## config.mk

```make
export PLATFORM = sky130hd
export DESIGN_NAME = score_event_gen_flat
export DESIGN_NICKNAME = d
export VERILOG_FILES = /design/src/rtl/score_event_gen_if.sv /design/src/rtl/score_event_gen.sv /design/src/flat_wrapper.sv
export SDC_FILE = /design/constraint.sdc
export NUM_CORES = 1
export LEC_CHECK = 0
export ABC_AREA = 1
export BUFFER_PORTS_ARGS = -buffer_cell sky130_fd_sc_hd__buf_2
export CORE_MARGIN = 1.5
export CORE_UTILIZATION = 51
export DETAILED_ROUTE_END_ITERATION = 8
export PLACE_DENSITY_LB_ADDON = 0.08
export SYNTH_ARGS = -nofsm -noshare
export SYNTH_HDL_FRONTEND = slang
export SYNTH_SLANG_ARGS = --single-unit
```

## constraint.sdc

```tcl
create_clock -name clk -period 1.5 [get_ports clk]
set_input_delay 0.225 -clock clk [delete_from_list [all_inputs] [get_ports clk]]
set_output_delay 0.225 -clock clk [all_outputs]
set_load 0.02 [all_outputs]
```

## src/rtl/score_event_gen_if.sv

```systemverilog
// Bundle between the pipe/game logic and the score event generator.
// The master side drives pipe position and game state; the slave side returns the score outputs.
interface score_event_gen_if #(
   parameter int TOTAL_W = 8
);
   logic               pipe_valid;
   logic [3:0]         pipe_col;
   logic               shift;
   logic               game_over;
   logic               score_inc;
   logic [TOTAL_W-1:0] pass_total;
   logic               dead;

   modport master (
      output pipe_valid,
      output pipe_col,
      output shift,
      output game_over,
      input  score_inc,
      input  pass_total,
      input  dead
   );

   modport slave (
      input  pipe_valid,
      input  pipe_col,
      input  shift,
      input  game_over,
      output score_inc,
      output pass_total,
      output dead
   );
endinterface

```

## src/rtl/score_event_gen.sv

```systemverilog
// Emits one single-cycle score pulse each time a pipe crosses the bird's column while the game is live.
// It also keeps a saturating count of passed pipes for debug display.
module score_event_gen #(
   parameter logic [3:0] BIRD_COL = 4'd5,
   parameter int         TOTAL_W  = 8
) (
   input logic               clk,
   input logic               reset,
   score_event_gen_if.slave  bus
);

   typedef enum logic [1:0] {
      WAIT,
      ARMED,
      SCORED,
      DEAD
   } stateE;

   stateE              state_q, state_d;
   logic               scoreInc_q, scoreInc_d;
   logic [TOTAL_W-1:0] passTotal_q, passTotal_d;
   logic               dead_q, dead_d;

   // State and all outputs are registered together, so score_inc is one cycle wide.
   always_ff @(posedge clk) begin
      if (reset) begin
         state_q     <= WAIT;
         scoreInc_q  <= 1'b0;
         passTotal_q <= '0;
         dead_q      <= 1'b0;
      end else begin
         state_q     <= state_d;
         scoreInc_q  <= scoreInc_d;
         passTotal_q <= passTotal_d;
         dead_q      <= dead_d;
      end
   end

   always_comb begin
      state_d = state_q;
      if (state_q != DEAD && bus.game_over) begin
         state_d = DEAD;
      end else begin
         case (state_q)
            WAIT: begin
               if (bus.pipe_valid && (bus.pipe_col > BIRD_COL)) state_d = ARMED;
            end
            ARMED: begin
               if (!bus.pipe_valid)                                 state_d = WAIT;
               else if (bus.shift && (bus.pipe_col == BIRD_COL))    state_d = SCORED;
            end
            SCORED: begin
               // A pipe back to the right of the bird is a respawn and must re-arm before scoring again.
               if (!bus.pipe_valid)                 state_d = WAIT;
               else if (bus.pipe_col > BIRD_COL)    state_d = ARMED;
            end
            default: state_d = DEAD;
         endcase
      end
   end

   always_comb begin
      scoreInc_d  = 1'b0;
      passTotal_d = passTotal_q;
      dead_d      = (state_d == DEAD);
      if ((state_q == ARMED) && (state_d == SCORED)) begin
         scoreInc_d = 1'b1;
         if (passTotal_q != '1) passTotal_d = passTotal_q + 1'b1;
      end
   end

   assign bus.score_inc  = scoreInc_q;
   assign bus.pass_total = passTotal_q;
   assign bus.dead       = dead_q;

endmodule

```

## src/flat_wrapper.sv

```systemverilog
// flat-port wrapper written by rule: the top's interface ports become plain ports
module score_event_gen_flat 
#(
   parameter logic [3:0] BIRD_COL = 4'd5,
   parameter int         TOTAL_W  = 8
)
  (clk, reset, bus_pipe_valid, bus_pipe_col, bus_shift, bus_game_over, bus_score_inc, bus_pass_total, bus_dead);
  score_event_gen_if #(.TOTAL_W(TOTAL_W)) bus_i ();
  input logic clk;
  input logic reset;
  input wire logic [$bits(bus_i.pipe_valid)-1:0] bus_pipe_valid;
  input wire logic [$bits(bus_i.pipe_col)-1:0] bus_pipe_col;
  input wire logic [$bits(bus_i.shift)-1:0] bus_shift;
  input wire logic [$bits(bus_i.game_over)-1:0] bus_game_over;
  output wire logic [$bits(bus_i.score_inc)-1:0] bus_score_inc;
  output wire logic [$bits(bus_i.pass_total)-1:0] bus_pass_total;
  output wire logic [$bits(bus_i.dead)-1:0] bus_dead;
  assign bus_i.pipe_valid = bus_pipe_valid;
  assign bus_i.pipe_col = bus_pipe_col;
  assign bus_i.shift = bus_shift;
  assign bus_i.game_over = bus_game_over;
  assign bus_score_inc = bus_i.score_inc;
  assign bus_pass_total = bus_i.pass_total;
  assign bus_dead = bus_i.dead;
  score_event_gen #(.BIRD_COL(BIRD_COL), .TOTAL_W(TOTAL_W)) u_core (.clk(clk), .reset(reset), .bus(bus_i));
endmodule
```

==> results.md <==
* FF+latch area at 243 um^2
* Mean Syn Cell Area at 7.47 um^2
* Slew Limit Fails at 0
* Final min period at 1.37 ns
* Area of the multi-input gates at 499 um^2
* Post-synth EDFFs at 0
* DRT antenna net count at 0
* WL final at 1.62 mm
* GRT overflow at 0
* Area fraction of the dominant cell type after synthesis at 0.300
* Clock Skew at 0.00121 ns
* DIE AREA at 1810 um^2
* First-pass GRT wire length at 2.59 mm
* I/O Buffers at 18
* Routed len/inst at 11.2 um
* Reg clk slew, reported paths at 0.08 ns
* Rel. slew slack at 0.835
* Crit path max fanout at 7
* Worst Setup EP: u_core.bus.pass_total[0]$_SDFFE_PP0P_
* Maximum clock rate at 730 MHz
* Via/cell ratio at 5.06
* Share of post-route cells with drive strength above 1 at 0.380
* Synthesized area at 800 um^2
* Fill count at 127
* Worst path arrival time at 1.55 ns
* Setup ws final at 0.130 ns
* Clock latency on the worst-skew pair at 0.28 ns
* Post-Syn Instances at 107
* GP Congestion at 0.857
* Pwr/cell area at 741 nW/um^2
* Post-layout util at 0.648
* 1st-iter DRT viols at 17
* Inst Count DP at 140
* Most used DFF post-synth: dfxtp_1
* DR vias at 734
* H-Tree Depth at 1
* Worst setup path start: u_core.bus.pass_total[0]$_SDFFE_PP0P_
* Clock root cell: clkbuf_4
* Reg2reg setup slack at 0.13 ns
* Setup CP Type: reg -> reg
* DR pass1 iterations at 4
* Status: complete, no violations
* Final setup violation count at 0
* Worst R2R Path Depth at 8
* Synth cell types at 23
* CTS Hold Buffers Added at 0
* DR DRC count at 0
* Final hold vios at 0
* Period utilisation layout at 0.914
* Yosys reg bits at 12
* CTS Buf Count at 3
* Die Span Y at 42.6 um
* Yosys warns at 0
* Max VDD drop at 619 uV
* Nets at 140
* Req. time, crit path at 1.68 ns
* Crit path capture type: register
* Place WS at 0.0951 ns
* RSZ-0062 raised after global routing: no
* Sequential area share after synthesis at 0.300
* Overall global routing resource usage at 0.193
* Clk buf depth at 2
* CTS tree: yes
* Worst hold path class: in -> reg
* Core area at 1490 um^2
* IO Pins at 19
* Vias in the first global route at 613
* Post-Route Setup TNS at 0 ns
* Dpl hpwl at 1.21 mm
* DIE WIDTH at 42.6 um
* Max Cap Violations at 0
* Slew @ Worst Pin at 0.248 ns
* Critical R2R Launch: u_core.bus.pass_total[0]$_SDFFE_PP0P_
* Ant diodes at 0
* Synth area leader: dfxtp_1
* Worst Setup Start Kind: register
* Largest net degree at the start of global routing at 10
* Syn nets at 117
* Syn-to-layout area delta at 20.7%
* Non-Filler Instances at 145
* Antenna violations before repair at 0
* Leak Pwr at 0.432 nW
* Crit Reg-Reg Endpoint: u_core.bus.pass_total[0]$_SDFFE_PP0P_
* # clock sinks at 12
* Post-synth ARST share at 0
* Num rows at 14
* Initial Util at 0.537
* Synth area leaders: dfxtp_1, nand2_1, inv_1, nand3_1, o21bai_1
[layout by cell type, fill, tap and decap left out]
master	n
nand4_1	1
ha_4	1
clkbuf_4	3
o21ai_2	1
xor2_1	4
nand3_1	11
nor2_1	8
inv_2	2
dfxtp_2	2
nor2_4	3
nand2_2	6
nor3_1	1
buf_4	1
a21oi_1	8
nand2_1	16
nor3_4	1
buf_2	18
clkinv_2	1
a21oi_4	2
o21bai_1	6
nor2_2	3
inv_1	15
nand3_4	1
clkbuf_8	1
nand3_2	1
nand2_4	2
dfxtp_1	10
[final cells by class]
class | instances | area share
timing repair buffer | 19 | 0.101
inverter | 18 | 0.0713
sequential | 12 | 0.252
tap | 16 | 0.0208
clock buffer | 4 | 0.0376
multi-input combinational | 76 | 0.518
[synthesized netlist by cell type (2+ instances only)]
cell type  count
a21oi_1        8
a21oi_4        2
dfxtp_1       12
inv_1         15
inv_2          2
nand2_1       16
nand2_2        6
nand2_4        2
nand3_1       11
nor2_1         8
nor2_2         3
nor2_4         3
o21bai_1       6
xor2_1         4
[power by group]
part	switching [mW]	internal (mW)	leakage, nW
registers	0.00735	0.327	0.0987
clock network	0.121	0.148	0.0210
logic	0.0729	0.0384	0.313
[flip-flops by register name, summed over array words and instances, names as in the netlist]
signal                 cells
u_core.bus.dead            1
u_core.bus.pass_total      8
u_core.bus.score_inc       1
u_core.state_q             2
[metrics by stage]
| stage | total power, mW | hold slack, ns | instance area, um^2 |
|---|---|---|---|
| 4_1_cts | 0.716 | 0.217 | 947 |
| 2_1_floorplan | 0.425 | 0.398 | 805 |
| 3_3_place_gp | 0.451 | 0.495 | 911 |
| 5_1_grt | 0.744 | 0.216 | 965 |
| 3_5_place_dp | 0.453 | 0.509 | 911 |
| 6_report | 0.715 | 0.219 | 965 |
[worst min-delay path by stage]
stage          cells past startpoint                               endpoint                                  start
2_1_floorplan                      2             u_core.bus.dead$_SDFF_PP0_                          bus_game_over
3_3_place_gp                       2  u_core.bus.pass_total[1]$_SDFFE_PP0P_  u_core.bus.pass_total[1]$_SDFFE_PP0P_
3_5_place_dp                       2  u_core.bus.pass_total[1]$_SDFFE_PP0P_  u_core.bus.pass_total[1]$_SDFFE_PP0P_
4_1_cts                            3             u_core.bus.dead$_SDFF_PP0_                          bus_game_over
5_1_grt                            3             u_core.bus.dead$_SDFF_PP0_                          bus_game_over
6_report                           3             u_core.bus.dead$_SDFF_PP0_                          bus_game_over
[repair_timing]
item | CTS | global route
setup buffers | 0 | 1
endpoints found under the hold margin | 0 | 0
setup endpoints to repair | 0 | 2
gates resized for setup | 0 | 1
[routing by layer]
layer | global-route usage | routed length, um | vias up
li1 | - | - | 386
met5 | 0 | 0 | -
met3 | 0.0388 | 73 | 4
met4 | 0.0938 | 34 | 0
met1 | 0.244 | 688 | 325
met2 | 0.311 | 827 | 19
[logic make-up (layout without fill, tap and decap cells)]
logic type / after synthesis / after routing / synth area share
flip-flops: 12 / 12 / 0.300
adder cells (fa/ha/maj): 1 / 1 / 0.0156
AO/OA/AOI/OAI: 17 / 17 / 0.158
buffers and inverters: 19 / 41 / 0.0908
XOR/XNOR: 4 / 4 / 0.0438
AND/OR/NAND/NOR: 54 / 54 / 0.391
[critical path, cell delays in order, from the launching register on]
cell,delay (ns)
dfxtp_2,0.39
ha_4,0.17
nand3_2,0.12
nor3_4,0.21
inv_2,0.07
nand2_4,0.11
nor2_4,0.05
nor2_1,0.11
nor2_2,0.05
Power figures use the tool's default switching activity.
